$ cat src/rtl/tile_step_ctrl.sv
// Piano Tiles step controller: holds the tile rows, sequences draw/wait/judge/score/scroll.
// Optional TILE_LIVES_EN: 3-life mode with an extra lives[1:0] output.
module tile_step_ctrl #(
  parameter int          ROWS = 4,
  parameter logic [15:0] SEED = 16'hACE1
) (
  input  logic              clk,
  input  logic              resetn,
  input  logic              start,
  input  logic [3:0]        key_n,
  input  logic              wait_done,
  input  logic              draw_ack,
  output logic              wait_go,
  output logic              draw_req,
  output logic [4*ROWS-1:0] tiles,
  output logic [23:0]       Q,
`ifdef TILE_LIVES_EN
  output logic [1:0]        lives,
`endif
  output logic              game_over
);

  localparam int CW = $clog2(ROWS + 1);

  typedef enum logic [2:0] {
    S_IDLE, S_LOAD, S_DRAW, S_WAIT, S_CHECK, S_SHIFT, S_OVER
  } state_t;

  state_t        state;
  logic [15:0]   lfsr;
  logic [15:0]   lfsr_nxt;
  logic [3:0]    key_prev;
  logic [3:0]    press;
  logic [3:0]    new_row;
  logic [CW-1:0] row_cnt;
  logic          hit, miss;
  logic [24:0]   q_sum;
  logic [23:0]   q_inc;

  assign press    = key_prev & ~key_n;
  assign new_row  = 4'b0001 << lfsr[1:0];
  assign lfsr_nxt = {lfsr[14:0], lfsr[15] ^ lfsr[13] ^ lfsr[12] ^ lfsr[10]};
  assign q_sum    = {1'b0, Q} + 25'd1;
  assign q_inc    = q_sum[24] ? 24'hFFFFFF : q_sum[23:0];

  always_ff @(posedge clk) begin
    if (!resetn) begin
      state     <= S_IDLE;
      lfsr      <= SEED;
      key_prev  <= 4'hF;
      row_cnt   <= '0;
      hit       <= 1'b0;
      miss      <= 1'b0;
      wait_go   <= 1'b0;
      draw_req  <= 1'b0;
      tiles     <= '0;
      Q         <= '0;
      game_over <= 1'b0;
`ifdef TILE_LIVES_EN
      lives     <= 2'd0;
`endif
    end else begin
      key_prev <= key_n;
      case (state)
        S_IDLE, S_OVER: begin
          if (start) begin
            state     <= S_LOAD;
            Q         <= '0;
            row_cnt   <= '0;
            game_over <= 1'b0;
`ifdef TILE_LIVES_EN
            lives     <= 2'd3;
`endif
          end
        end
        S_LOAD: begin
          // First generated row ends up at row 0 after ROWS shifts.
          tiles   <= {new_row, tiles[4*ROWS-1:4]};
          lfsr    <= lfsr_nxt;
          row_cnt <= row_cnt + 1'b1;
          if (row_cnt == CW'(ROWS - 1)) begin
            state    <= S_DRAW;
            draw_req <= 1'b1;
          end
        end
        S_DRAW: begin
          if (draw_ack) begin
            state    <= S_WAIT;
            draw_req <= 1'b0;
            wait_go  <= 1'b1;
            hit      <= 1'b0;
            miss     <= 1'b0;
          end
        end
        S_WAIT: begin
          // Any press after the first one in a step, or a multi-key press, is a miss.
          if (|press) begin
            if (press == tiles[3:0] && !hit && !miss) hit  <= 1'b1;
            else                                      miss <= 1'b1;
          end
          if (wait_done) begin
            state   <= S_CHECK;
            wait_go <= 1'b0;
          end
        end
        S_CHECK: begin
          if (hit && !miss) begin
            Q     <= q_inc;
            state <= S_SHIFT;
          end else begin
`ifdef TILE_LIVES_EN
            if (lives <= 2'd1) begin
              lives     <= 2'd0;
              state     <= S_OVER;
              game_over <= 1'b1;
            end else begin
              lives <= lives - 2'd1;
              state <= S_SHIFT;
            end
`else
            state     <= S_OVER;
            game_over <= 1'b1;
`endif
          end
        end
        S_SHIFT: begin
          tiles    <= {new_row, tiles[4*ROWS-1:4]};
          lfsr     <= lfsr_nxt;
          state    <= S_DRAW;
          draw_req <= 1'b1;
        end
        default: state <= S_IDLE;
      endcase
    end
  end

endmodule

$ cat config.mk
export PLATFORM = sky130hd
export DESIGN_NAME = tile_step_ctrl
export DESIGN_NICKNAME = d
export VERILOG_FILES = /design/src/rtl/tile_step_ctrl.sv
export SDC_FILE = /design/constraint.sdc
export NUM_CORES = 1
export LEC_CHECK = 0
export CELL_PAD_IN_SITES_DETAIL_PLACEMENT = 1
export CELL_PAD_IN_SITES_GLOBAL_PLACEMENT = 1
export CORE_MARGIN = 2
export CORE_UTILIZATION = 44
export CTS_BUF_LIST = sky130_fd_sc_hd__clkbuf_4
export CTS_CLUSTER_DIAMETER = 40
export CTS_CLUSTER_SIZE = 16
export DETAILED_ROUTE_END_ITERATION = 7
export PLACE_DENSITY = 0.92
export SLEW_MARGIN = 20
export SYNTH_ARGS = -nofsm -noshare
export SYNTH_HDL_FRONTEND = slang
export SYNTH_SLANG_ARGS = --single-unit
$ cat constraint.sdc
create_clock -name clk -period 5.6 [get_ports clk]
set_input_delay 1.12 -clock clk [delete_from_list [all_inputs] [get_ports clk]]
set_output_delay 1.12 -clock clk [all_outputs]
set_load 0.005 [all_outputs]
==> metrics.md <==
| Metric | Value |
|---|---|
| Drt pass-1 iters | `4` |
| Leakage | `1.47 nW` |
| Max Buffers Root-to-Sink | `2` |
| Post-CTS sizing | `0` |
| Largest net degree at the start of global routing | `67` |
| HP Start | `lfsr[5]` |
| Yosys cell types | `55` |
| Post-synth ARST share | `0` |
| Total CTS buffers | `9` |
| VDD IR max | `0.209 mV` |
| Layout cells sized above 1 | `0.0713` |
| Largest family of logic cells by synthesized area | `simple AND/OR/NAND/NOR gates` |
| Syn Inst Count | `430` |
| Detail Route Antenna Nets | `0` |
| Post-synth top area share | `0.416` |
| Compound-Gate Fraction of Synth Area | `0.197` |
| Syn Nets | `442` |
| Worst Setup Start Kind | `input port` |
| Final hold vios | `0` |
| DRC Markers | `0` |
| Max Cap Violations | `0` |
| Die height | `between 90 and 100 um` |
| First-pass GRT wire length | `about 16 mm` |
| Area Overhead vs Synth | `20.9%` |
| Worst hold stages | `2` |
| Sequential area share after synthesis | `0.416` |
| CTS tree | `built` |
| Syn Area/Cell | `7.96 um^2` |
| Fillers | `a little over 900` |
| DR iter-0 viols | `around 170` |
| Setup CP Type | `in2reg` |
| Actual slew at the worst max-slew pin | `1.08 ns` |
| Worst EP required | `between 5 and 6 ns` |
| Synthesized-area fraction occupied by xor and xnor cells | `0.0205` |
| Hold crit path type | `reg2reg` |
| CTS H-tree lvls | `3` |
| RSZ-0062 raised after global routing | `no` |
| WP data arrival | `approximately 3.1 ns` |
| GRT Util Overall | `0.231` |
| Setup violators final | `0` |
| Most common cell in the netlist | `nand2_1` |
| Clock skew | `0.0138 ns` |
| Vias in the first global route | `between 3000 and 4000` |
| Synth top area cells | `dfxtp_1 (42%), nand2_1 (10%), o21ai_1 (3.8%)` |
| F_max | `about 370 MHz` |
| Buffers added on ports | `51` |
| Total core area | `approximately 7600 um^2` |
| Clk sinks | `between 70 and 80` |
| Worst R2R Start | `state[2]` |
| Max Slew Vio Count | `0` |
| Num rows | `32` |
| Chip width | `~92 um` |
| Ys Warns | `0` |
| Vias/cell | `roughly 5.7` |
| Ports | `52` |
| CP Max Fanout | `66` |
| Status | `complete, no violations` |
| Clk Latency, worst-skew pair | `approximately 0.43 ns` |
| Setup crit end kind | `flip-flop` |
| Comb pwr share | `0.134` |
| Mux cell area share after synthesis | `0` |
| Reg2Reg Setup Slack | `3.21 ns` |
| Post-CTS Setup Inserts | `0` |
| # hold bufs at CTS | `0` |
| Cell taking the most area after synthesis | `dfxtp_1` |
| Hold EP | `lfsr[6]` |
| Cell-internal power | `about 0.73 mW` |
| Post-synth EDFFs | `0` |
| Starting Density | `0.447` |
| Hold WS | `~0.48 ns` |
| Post-synthesis adder-cell area fraction | `0.0110` |
| Total grt overflow | `0` |
| Average wire per standard cell | `roughly 16 um` |
| DP HPWL | `roughly 6.4 mm` |
| Top FF cell, synth | `dfxtp_1` |
| Reg-to-reg critical path endpoint | `Q[16]` |
| Setup TNS | `0 ns` |
| Reg2Reg Depth | `5` |
| Synth Area in Simple Gates | `0.326` |
| Clk network pwr share | `0.334` |
| Total Wirelength | `between 9 and 10 mm` |
| Mapped Area | `between 3000 and 4000 um^2` |
| Tmin final | `roughly 2.7 ns` |
| Yosys reg bits | `71` |
| Total number of vias | `approximately 3300` |
| Worst-path clk slew | `approximately 0.14 ns` |
| Die area | `8500 um^2` |
| Synth top cells by count | `nand2_1 (91), dfxtp_1 (71), o21ai_1 (26)` |
| Antenna violations before repair | `0` |
| N_diodes | `0` |
| Root buffer cell | `clkbuf_4` |
| Normalized max-slew margin | `0.277` |
| Period utilization | `0.483` |
| NetSw | `around 0.32 mW` |
| Final net count | `484` |
| Final Wtd Congestion | `about 0.82` |
| Sw Ratio | `0.307` |
| Power Dens Cells | `255 nW/um^2` |
| Sequential share of power | `0.531` |
## critical path, cell delays in order
cell and delay, ns:
buf_2 0.80, and3_1 0.78, nand2_1 0.22, nand4_1 0.14
## metal layers
metal | share of wire | GRT usage | vias up
met1 | 0.44 | 0.287 | 1604
li1 | - | - | 1597
met4 | 0.014 | 0.0796 | 0
met2 | 0.51 | 0.392 | 56
met5 | 0 | 0 | -
met3 | 0.032 | 0.0559 | 16
## per-stage QoR
| stage | cells | power [mW] | util | setup WS [ns] | cell area, um^2 |
|---|---|---|---|---|---|
| after CTS | 579 | 1.06 | 0.539 | 2.66 | 4120 |
| after detailed placement | 563 | 0.712 | 0.520 | 2.31 | 3980 |
| after global placement | 563 | 0.702 | 0.520 | 2.42 | 3980 |
| after floorplan | 430 | 0.667 | - | 3.32 | 3420 |
| final | 579 | 1.06 | 0.541 | 2.89 | 4140 |
| after global routing | 579 | 1.11 | 0.541 | 2.78 | 4140 |
## layout make-up
class	instances	area [um^2]	area share
clock buffer	9	67.6	0.0163
clock inverter	7	78.8	0.0191
inverter	5	18.8	0.00454
multi-input combinational	333	1910	0.462
sequential	71	1420	0.344
tap	102	128	0.0309
timing repair buffer	52	513	0.124
## cell families (layout without fill, tap and decap cells)
logic type | count (synthesis) | count (layout)
simple gates | 214 | 214
compound gates | 108 | 108
flops | 71 | 71
buf+inv | 26 | 73
xor+xnor | 8 | 8
fa+ha+maj | 3 | 3
## registers in the layout, summed over array words and instances, names as in the netlist
| register | count |
|---|---|
| Q | 24 |
| lfsr | 16 |
| tiles | 16 |
| key_prev | 4 |
| row_cnt | 3 |
| state | 3 |
| draw_req | 1 |
| game_over | 1 |
| hit | 1 |
| miss | 1 |
| wait_go | 1 |
## power groups by stage
| stage | Sequential [mW] | Clock, mW | Combinational, mW |
|---|---|---|---|
| after CTS | 0.560 | 0.360 | 0.143 |
| after detailed placement | 0.571 | 0 | 0.142 |
| after floorplan | 0.559 | 0 | 0.108 |
| final | 0.560 | 0.353 | 0.142 |
| after global routing | 0.565 | 0.384 | 0.162 |
| after global placement | 0.568 | 0 | 0.134 |
## layout by cell type (no fill, tap or decap), drive strengths merged, types with 2 or more instances in the layout
cell type / n
a21boi: 25
a21oi: 25
a31oi: 3
and2: 3
and3: 4
and4: 2
buf: 2
clkbuf: 9
clkdlybuf4s50: 50
dfxtp: 71
ha: 3
inv: 9
nand2: 91
nand2b: 8
nand3: 22
nand4: 12
nor2: 27
nor2b: 15
nor3: 8
nor3b: 4
nor4: 5
o211ai: 6
o21ai: 38
o31ai: 2
or3: 6
or4: 4
xnor2: 7
## how the worst max path moves through the flow
| stage | from | to | slack (ns) | cells after the start |
|---|---|---|---|---|
| 6_report | resetn | Q[23] | 2.89 | 4 |
| 5_1_grt | resetn | Q[23] | 2.78 | 4 |
| 4_1_cts | start | Q[16] | 2.66 | 6 |
| 3_5_place_dp | start | Q[4] | 2.31 | 6 |
| 3_3_place_gp | start | Q[22] | 2.42 | 6 |
| 2_1_floorplan | start | Q[13] | 3.32 | 6 |
Note: power is estimated with default switching activity, not from simulation.
